$ cat src/rtl/board_io_pkg.sv
// Shared constants for the Basys3 board input path: switch/button counts
// and the button index map (C, U, L, R, D).
package board_io_pkg;

    localparam int NUM_SW  = 16;
    localparam int NUM_BTN = 5;

    localparam int BTN_C = 0;
    localparam int BTN_U = 1;
    localparam int BTN_L = 2;
    localparam int BTN_R = 3;
    localparam int BTN_D = 4;

endpackage

$ cat src/rtl/input_debounce.sv
// Single-bit input conditioner: 2-flop synchroniser, tick-sampled stable
// counter, debounced level and registered rise/fall pulses.
// state_next exposes the level that will be taken at the coming edge so the
// parent can suppress work on the edge where the level is about to drop.
module input_debounce #(
    parameter int STABLE_TICKS = 10
) (
    input  logic clk,
    input  logic rst_n,
    input  logic raw_in,
    input  logic tick,
    output logic state,
    output logic state_next,
    output logic rise,
    output logic fall
);

    localparam logic [3:0] CNT_LAST = 4'(STABLE_TICKS - 1);

    logic       sync1_q, sync1_d;
    logic       sync2_q, sync2_d;
    logic [3:0] cnt_q, cnt_d;
    logic       state_q, state_d;
    logic       rise_q, rise_d;
    logic       fall_q, fall_d;

    // Synchronise, then advance the stable counter only on sample ticks.
    always_comb begin
        sync1_d = raw_in;
        sync2_d = sync1_q;
        cnt_d   = cnt_q;
        state_d = state_q;
        rise_d  = 1'b0;
        fall_d  = 1'b0;
        if (tick) begin
            if (sync2_q != state_q) begin
                if (cnt_q == CNT_LAST) begin
                    state_d = sync2_q;
                    cnt_d   = '0;
                    rise_d  = sync2_q;
                    fall_d  = ~sync2_q;
                end else begin
                    cnt_d = cnt_q + 4'd1;
                end
            end else begin
                // A sample matching the current level discards progress.
                cnt_d = '0;
            end
        end
    end

    // Register synchroniser, counter, level and edge pulses.
    always_ff @(posedge clk) begin
        if (!rst_n) begin
            sync1_q <= 1'b0;
            sync2_q <= 1'b0;
            cnt_q   <= '0;
            state_q <= 1'b0;
            rise_q  <= 1'b0;
            fall_q  <= 1'b0;
        end else begin
            sync1_q <= sync1_d;
            sync2_q <= sync2_d;
            cnt_q   <= cnt_d;
            state_q <= state_d;
            rise_q  <= rise_d;
            fall_q  <= fall_d;
        end
    end

    assign state      = state_q;
    assign state_next = state_d;
    assign rise       = rise_q;
    assign fall       = fall_q;

endmodule

$ cat src/rtl/board_input_reader.sv
// Basys3 input reader: debounces 16 switches and 5 buttons against a shared
// sample-tick prescaler and presents clean levels plus one-cycle events.
// Optional feature: define BTN_AUTOREPEAT_EN to make held buttons re-emit
// btn_press after REPEAT_DELAY_TICKS, then every REPEAT_RATE_TICKS.
module board_input_reader
    import board_io_pkg::*;
#(
    parameter int TICK_CYCLES        = 100000,
    parameter int STABLE_TICKS       = 10,
    parameter int REPEAT_DELAY_TICKS = 500,
    parameter int REPEAT_RATE_TICKS  = 100
) (
    input  logic               clk,
    input  logic               rst_n,
    input  logic [NUM_SW-1:0]  sw_in,
    input  logic [NUM_BTN-1:0] btn_in,
    output logic [NUM_SW-1:0]  sw_state,
    output logic               sw_changed,
    output logic [NUM_BTN-1:0] btn_state,
    output logic [NUM_BTN-1:0] btn_press,
    output logic [NUM_BTN-1:0] btn_release
);

    localparam int             PW        = (TICK_CYCLES > 2) ? $clog2(TICK_CYCLES) : 1;
    localparam logic [PW-1:0]  TICK_LAST = PW'(TICK_CYCLES - 1);

    if (TICK_CYCLES < 2 || STABLE_TICKS < 1 || STABLE_TICKS > 15 ||
        REPEAT_DELAY_TICKS < 1 || REPEAT_RATE_TICKS < 1) begin : g_bad_params
        $error("board_input_reader: parameter out of range");
    end

    logic [PW-1:0] presc_q, presc_d;
    logic          tick;

    assign tick = (presc_q == TICK_LAST);

    // Free-running prescaler; wraps after the tick cycle.
    always_comb begin
        presc_d = tick ? '0 : presc_q + PW'(1);
    end

    // Register the prescaler.
    always_ff @(posedge clk) begin
        if (!rst_n) presc_q <= '0;
        else        presc_q <= presc_d;
    end

    logic [NUM_SW-1:0]  sw_next_unused;
    logic [NUM_SW-1:0]  sw_rise, sw_fall;
    logic [NUM_BTN-1:0] btn_next;
    logic [NUM_BTN-1:0] btn_rise;

    for (genvar i = 0; i < NUM_SW; i++) begin : g_sw
        input_debounce #(.STABLE_TICKS(STABLE_TICKS)) u_db (
            .clk        (clk),
            .rst_n      (rst_n),
            .raw_in     (sw_in[i]),
            .tick       (tick),
            .state      (sw_state[i]),
            .state_next (sw_next_unused[i]),
            .rise       (sw_rise[i]),
            .fall       (sw_fall[i])
        );
    end

    for (genvar i = 0; i < NUM_BTN; i++) begin : g_btn
        input_debounce #(.STABLE_TICKS(STABLE_TICKS)) u_db (
            .clk        (clk),
            .rst_n      (rst_n),
            .raw_in     (btn_in[i]),
            .tick       (tick),
            .state      (btn_state[i]),
            .state_next (btn_next[i]),
            .rise       (btn_rise[i]),
            .fall       (btn_release[i])
        );
    end

    // Any switch edge pulse on this cycle yields a single change event.
    assign sw_changed = |(sw_rise | sw_fall);

`ifdef BTN_AUTOREPEAT_EN
    localparam logic [15:0] DELAY16 = 16'(REPEAT_DELAY_TICKS);
    localparam logic [15:0] RATE16  = 16'(REPEAT_RATE_TICKS);

    logic [NUM_BTN-1:0][15:0] rpt_cnt_q, rpt_cnt_d;
    logic [NUM_BTN-1:0]       rpt_first_q, rpt_first_d;
    logic [NUM_BTN-1:0]       rpt_q, rpt_d;

    // Count held ticks per button; fire after the delay, then at the rate.
    always_comb begin
        rpt_cnt_d   = rpt_cnt_q;
        rpt_first_d = rpt_first_q;
        rpt_d       = '0;
        for (int b = 0; b < NUM_BTN; b++) begin
            if (!btn_state[b] || !btn_next[b]) begin
                // Released, or releasing on this edge: no repeat, restart.
                rpt_cnt_d[b]   = '0;
                rpt_first_d[b] = 1'b0;
            end else if (tick) begin
                if (rpt_cnt_q[b] + 16'd1 == (rpt_first_q[b] ? RATE16 : DELAY16)) begin
                    rpt_d[b]       = 1'b1;
                    rpt_cnt_d[b]   = '0;
                    rpt_first_d[b] = 1'b1;
                end else begin
                    rpt_cnt_d[b] = rpt_cnt_q[b] + 16'd1;
                end
            end
        end
    end

    // Register repeat counters and pulses.
    always_ff @(posedge clk) begin
        if (!rst_n) begin
            rpt_cnt_q   <= '0;
            rpt_first_q <= '0;
            rpt_q       <= '0;
        end else begin
            rpt_cnt_q   <= rpt_cnt_d;
            rpt_first_q <= rpt_first_d;
            rpt_q       <= rpt_d;
        end
    end

    assign btn_press = btn_rise | rpt_q;
`else
    logic [NUM_BTN-1:0] btn_next_unused;
    assign btn_next_unused = btn_next;
    assign btn_press       = btn_rise;
`endif

endmodule

$ cat config.mk
export PLATFORM = sky130hd
export DESIGN_NAME = board_input_reader
export DESIGN_NICKNAME = d
export VERILOG_FILES = /design/src/rtl/board_io_pkg.sv /design/src/rtl/input_debounce.sv /design/src/rtl/board_input_reader.sv
export SDC_FILE = /design/constraint.sdc
export NUM_CORES = 1
export LEC_CHECK = 0
export BUFFER_PORTS_ARGS = -buffer_cell sky130_fd_sc_hd__buf_2
export CAP_MARGIN = 20
export CORE_MARGIN = 2
export CORE_UTILIZATION = 60
export DETAILED_ROUTE_END_ITERATION = 10
export GPL_TIMING_DRIVEN = 0
export PLACE_DENSITY = 0.76
export SLEW_MARGIN = 20
export SYNTH_ARGS = -nofsm -noshare
export SYNTH_HDL_FRONTEND = slang
export SYNTH_SLANG_ARGS = --single-unit
$ cat constraint.sdc
create_clock -name clk -period 5.43 [get_ports clk]
set_clock_uncertainty 0.15 [all_clocks]
set_input_delay 0.2715 -clock clk [delete_from_list [all_inputs] [get_ports clk]]
set_output_delay 0.2715 -clock clk [all_outputs]
set_load 0.01 [all_outputs]
==> impl_summary.md <==
Floorplan
The initial utilization of the core area, before any placement, comes to 0.6144. The overall die area is 0.01658 mm^2. The number of placed I/O pins is 55.

The placeable core area is 0.01520 mm^2. The floorplan has 45 rows. In this run the horizontal extent of the chip is 128.8 um.

The vertical die dimension is 128.8 um.

Clocking
TritonCTS built the clock tree. The number of hold buffers added after CTS was 21. For the worst-skew pair, the clock arrives at the later sink with an insertion delay of 0.51 ns.

The maximum level of the CTS H-tree is 1. The clock transition time at the flip-flop clock pins of the worst setup and hold paths is 0.06 ns. In this run the post-CTS setup repair buffer count came out at 0. The number of buffers on the longest clock path is 3. The tree is rooted in a sky130_fd_sc_hd__clkbuf_16.

The number of clock buffers added by TritonCTS is 22. In this run, post-CTS repair resized a total of 0 instances. The clock sink count is 206.

Worst setup path
The flop-to-flop setup slack is 2.87 ns. In this run the worst setup path terminates at g_sw[7].u_db.rise. The start of the worst register-to-register path is presc_q[0]. The critical path startpoint category is a flop. The reg-to-reg critical path endpoint is g_sw[7].u_db.rise.

The class of the most critical setup path is reg -> reg. The number of cell instances on the worst register-to-register path is 6. The most critical setup path has its startpoint at presc_q[0].

The cell with the largest stage delay on the worst path is sky130_fd_sc_hd__nor4_1. The largest stage delay on the critical path is 0.49 ns. The cell seen most often among critical-path stages is sky130_fd_sc_hd__nand4_2. The critical path required time is 5.61 ns. Of all nets on the critical path, the largest fanout is 10. The endpoint class of the critical path is a flop. STA puts the critical path data arrival time at 2.74 ns.

The critical path goes through ha_1 > nand4_2 > nor4_2 > nand4_2 > buf_4 > nor4_1.

STA
At the pin with the least slew margin, the transition time is 0.8547 ns. Subtracting the final worst setup slack from the clock period gives 2.560 ns. The relative slew slack is 0.4302. The number of hold-slack violations in the final timing report is 0. The number of setup violations in the final report is 0. The fraction of the cycle the final worst path needs is 0.4715. Setup repair after global routing left no endpoint under its margin. The total count of max-transition violations in the final report is 0.

Derived from the worst setup path, the maximum achievable clock frequency is 0.3906 GHz. Setup total negative slack on the finished layout was measured at 0 ns.

Logic synthesis
The number of warnings printed during yosys synthesis is 0. The most used flip-flop cell after synthesis is sky130_fd_sc_hd__dfxtp_1. The gate count of the mapped netlist is 1022. The cell area that synthesis handed to floorplanning was 0.009340 mm^2. The synthesized area divided by synthesized cell count is 9.139 um^2. The count of flip-flops with a built-in enable after synthesis is 0. The post-synthesis sequential area ratio is 0.4415. The number of different library cells used by synthesis comes to 39.

In the synthesized netlist the async set-or-reset flop fraction comes to 0. The number of flip-flops and latches in the synthesized netlist is 206. The number of nets in the synthesized netlist is 1086.

Power and ir drop
The leakage power total is 4.107 nW. The worst-case IR drop observed on VDD is 267.7 uV. The power density relative to cell area is 291.8 mW/mm^2.

Placement
Routability-driven placement finished with a final weighted congestion of 0.8850. The wire-length estimate of the detail-placed layout is 15170 um. Buffers placed on the I/O ports in this run total 53.

Detailed routing
The overall via count from detail_route is 7768. After detailed routing, the number of vias per cell comes to 5.872. The remaining antenna violation count after routing is 0. The initial detailed-routing violation count is 611. The detailed-router iteration count before antenna repair is 6. The final layout contains routed wiring with a total length of 23590 um. The routed length per placed instance is 17.83 um. The DRC violation count after routing is 0.

Global routing
The initial antenna violation count is 0. Across every metal layer, demand over resource in global routing totals 0.2866. The overflow left after global routing is 0.

The number of global-route vias before repair is 7374. The first global-routing pass estimated 37820 um of wire. Entering global routing, the biggest net connects 14 pins.

Cells and area
The synthesis-to-layout area growth is 15.38%. In the final layout, the share of cells above drive strength 1 is 0.1419. The utilization of the core after routing is 0.7089. The net total in the final layout is 1184. The repair_antennas step left the layout with diodes totalling 0.

Run status
The run finished with clean final reports.

Job
The tool flagged a number of max-cap violations equal to 0.

Min path
The kind of path behind the tightest hold check is in -> reg.
-- worst max-delay path, delay by kind of cell (launching register included) --
family | cells | cell delay [ns]
adder cells (fa/ha/maj) | 1 | 0.26
buffers and inverters | 1 | 0.34
flip-flops | 1 | 0.37
AND/OR/NAND/NOR | 4 | 1.28
-- worst min-delay path by stage --
stage | endpoint | startpoint | cells after the start
3_5_place_dp | g_sw[2].u_db.sync2_q | g_sw[2].u_db.sync1_q | 1
2_1_floorplan | g_btn[0].u_db.sync1_q | btn_in[0] | 1
6_report | g_sw[7].u_db.cnt_q[3] | rst_n | 3
4_1_cts | g_sw[7].u_db.cnt_q[3] | rst_n | 3
3_3_place_gp | g_btn[3].u_db.sync2_q | g_btn[3].u_db.sync1_q | 1
5_1_grt | g_sw[7].u_db.cnt_q[3] | rst_n | 3
-- synth_stat cells, types with 19 or more instances --
master	count	area, um^2
sky130_fd_sc_hd__inv_1	45	168.9
sky130_fd_sc_hd__nand3b_1	41	307.8
sky130_fd_sc_hd__nor4_1	34	212.7
sky130_fd_sc_hd__buf_4	33	247.7
sky130_fd_sc_hd__o31ai_1	22	165.2
sky130_fd_sc_hd__or3_1	20	125.1
sky130_fd_sc_hd__nor2_1	20	75.07
sky130_fd_sc_hd__nand2b_1	40	250.2
sky130_fd_sc_hd__ha_1	41	513.0
sky130_fd_sc_hd__clkbuf_1	28	105.1
sky130_fd_sc_hd__a21boi_0	19	142.6
sky130_fd_sc_hd__dfxtp_1	206	4124
sky130_fd_sc_hd__o22ai_1	20	125.1
sky130_fd_sc_hd__o32ai_1	20	175.2
sky130_fd_sc_hd__o21a_1	20	150.1
sky130_fd_sc_hd__xor2_1	22	192.7
sky130_fd_sc_hd__nand3_1	48	240.2
sky130_fd_sc_hd__and2_1	63	394.1
sky130_fd_sc_hd__nand2_1	131	491.7
sky130_fd_sc_hd__o211ai_1	23	172.7
sky130_fd_sc_hd__o21ai_0	21	105.1
sky130_fd_sc_hd__nor4b_2	19	285.3
sky130_fd_sc_hd__a21oi_1	21	105.1
-- sequential cells by signal, summed over array words and instances (netlist names) --
signal and count:
g_btn.u_db.sync2_q 5, g_sw.u_db.sync1_q 16, g_btn.u_db.fall 5, g_sw.u_db.rise 16, g_sw.u_db.cnt_q 64, g_btn.u_db.rise 5
g_sw.u_db.fall 16, g_sw.u_db.state 16, g_btn.u_db.cnt_q 20, g_sw.u_db.sync2_q 16, g_btn.u_db.sync1_q 5, g_btn.u_db.state 5
presc_q 17
-- cells in the final DEF (no fill, tap or decap), types with 3 or more instances in the layout --
| master | count |
|---|---|
| sky130_fd_sc_hd__nand4_1 | 7 |
| sky130_fd_sc_hd__buf_1 | 3 |
| sky130_fd_sc_hd__nand3b_1 | 41 |
| sky130_fd_sc_hd__nand3_1 | 48 |
| sky130_fd_sc_hd__nand2b_1 | 40 |
| sky130_fd_sc_hd__a21boi_0 | 19 |
| sky130_fd_sc_hd__nor4b_2 | 19 |
| sky130_fd_sc_hd__and2_1 | 63 |
| sky130_fd_sc_hd__xor2_1 | 22 |
| sky130_fd_sc_hd__o21a_1 | 20 |
| sky130_fd_sc_hd__dfxtp_1 | 206 |
| sky130_fd_sc_hd__nor4_1 | 34 |
| sky130_fd_sc_hd__clkbuf_8 | 6 |
| sky130_fd_sc_hd__nor3_1 | 6 |
| sky130_fd_sc_hd__o211ai_1 | 23 |
| sky130_fd_sc_hd__nand2_1 | 131 |
| sky130_fd_sc_hd__or3_1 | 20 |
| sky130_fd_sc_hd__xnor2_1 | 14 |
| sky130_fd_sc_hd__nor4b_1 | 5 |
| sky130_fd_sc_hd__o21ai_0 | 21 |
| sky130_fd_sc_hd__clkbuf_1 | 34 |
| sky130_fd_sc_hd__dlygate4sd3_1 | 21 |
| sky130_fd_sc_hd__nor2_1 | 20 |
| sky130_fd_sc_hd__inv_1 | 45 |
| sky130_fd_sc_hd__o32ai_1 | 20 |
| sky130_fd_sc_hd__clkinv_2 | 3 |
| sky130_fd_sc_hd__ha_1 | 41 |
| sky130_fd_sc_hd__buf_2 | 69 |
| sky130_fd_sc_hd__o22ai_1 | 20 |
| sky130_fd_sc_hd__a21oi_1 | 21 |
| sky130_fd_sc_hd__clkbuf_16 | 23 |
| sky130_fd_sc_hd__o31ai_1 | 22 |
| sky130_fd_sc_hd__buf_4 | 33 |
-- cells by family (layout without fill, tap and decap cells) --
| family | count (synthesis) | after routing | share of synthesized area |
|---|---|---|---|
| compound gates | 169 | 169 | 0.1247 |
| xor+xnor | 36 | 36 | 0.03376 |
| fa+ha+maj | 41 | 41 | 0.05492 |
| buf+inv | 126 | 239 | 0.06685 |
| flops | 206 | 206 | 0.4415 |
| simple gates | 444 | 444 | 0.2782 |
-- power by group --
part	switching, W	leakage [nW]	internal (W)
Clock	0.000595	0.360	0.000903
Sequential	0.0000124	1.67	0.00153
Combinational	0.0000658	2.08	0.0000413
-- area by class of cell --
class	instances	area (um^2)
multi-input combinational	690	4592
inverter	45	168.9
clock buffer	35	680.7
tap	188	235.2
timing repair buffer	74	475.5
clock inverter	4	45.04
sequential	206	4124
fill	1161	4425
buffer	81	455.4
-- per-stage QoR --
step	hold slack (ns)	area, um^2	setup WS, ns	total power, W	cells
floorplan	0.2488	9340	3.554	0.001628	1022
detailed placement	0.2694	9841	2.934	0.001666	1263
global placement	0.2631	9841	2.951	0.001664	1263
global route	0.1259	10780	2.791	0.003236	1323
finish	0.1085	10780	2.870	0.003145	1323
CTS	0.09223	10780	2.894	0.003157	1323
-- metal layers --
layer	global-route usage	vias to the layer above	wire length (um)
met1	0.3819	3702	10490
met3	0.05073	54	1564
li1	-	3752	-
met5	0	-	0
met4	0.1100	0	852
met2	0.4659	260	10690
No activity file was read; power rests on OpenSTA's default activity.
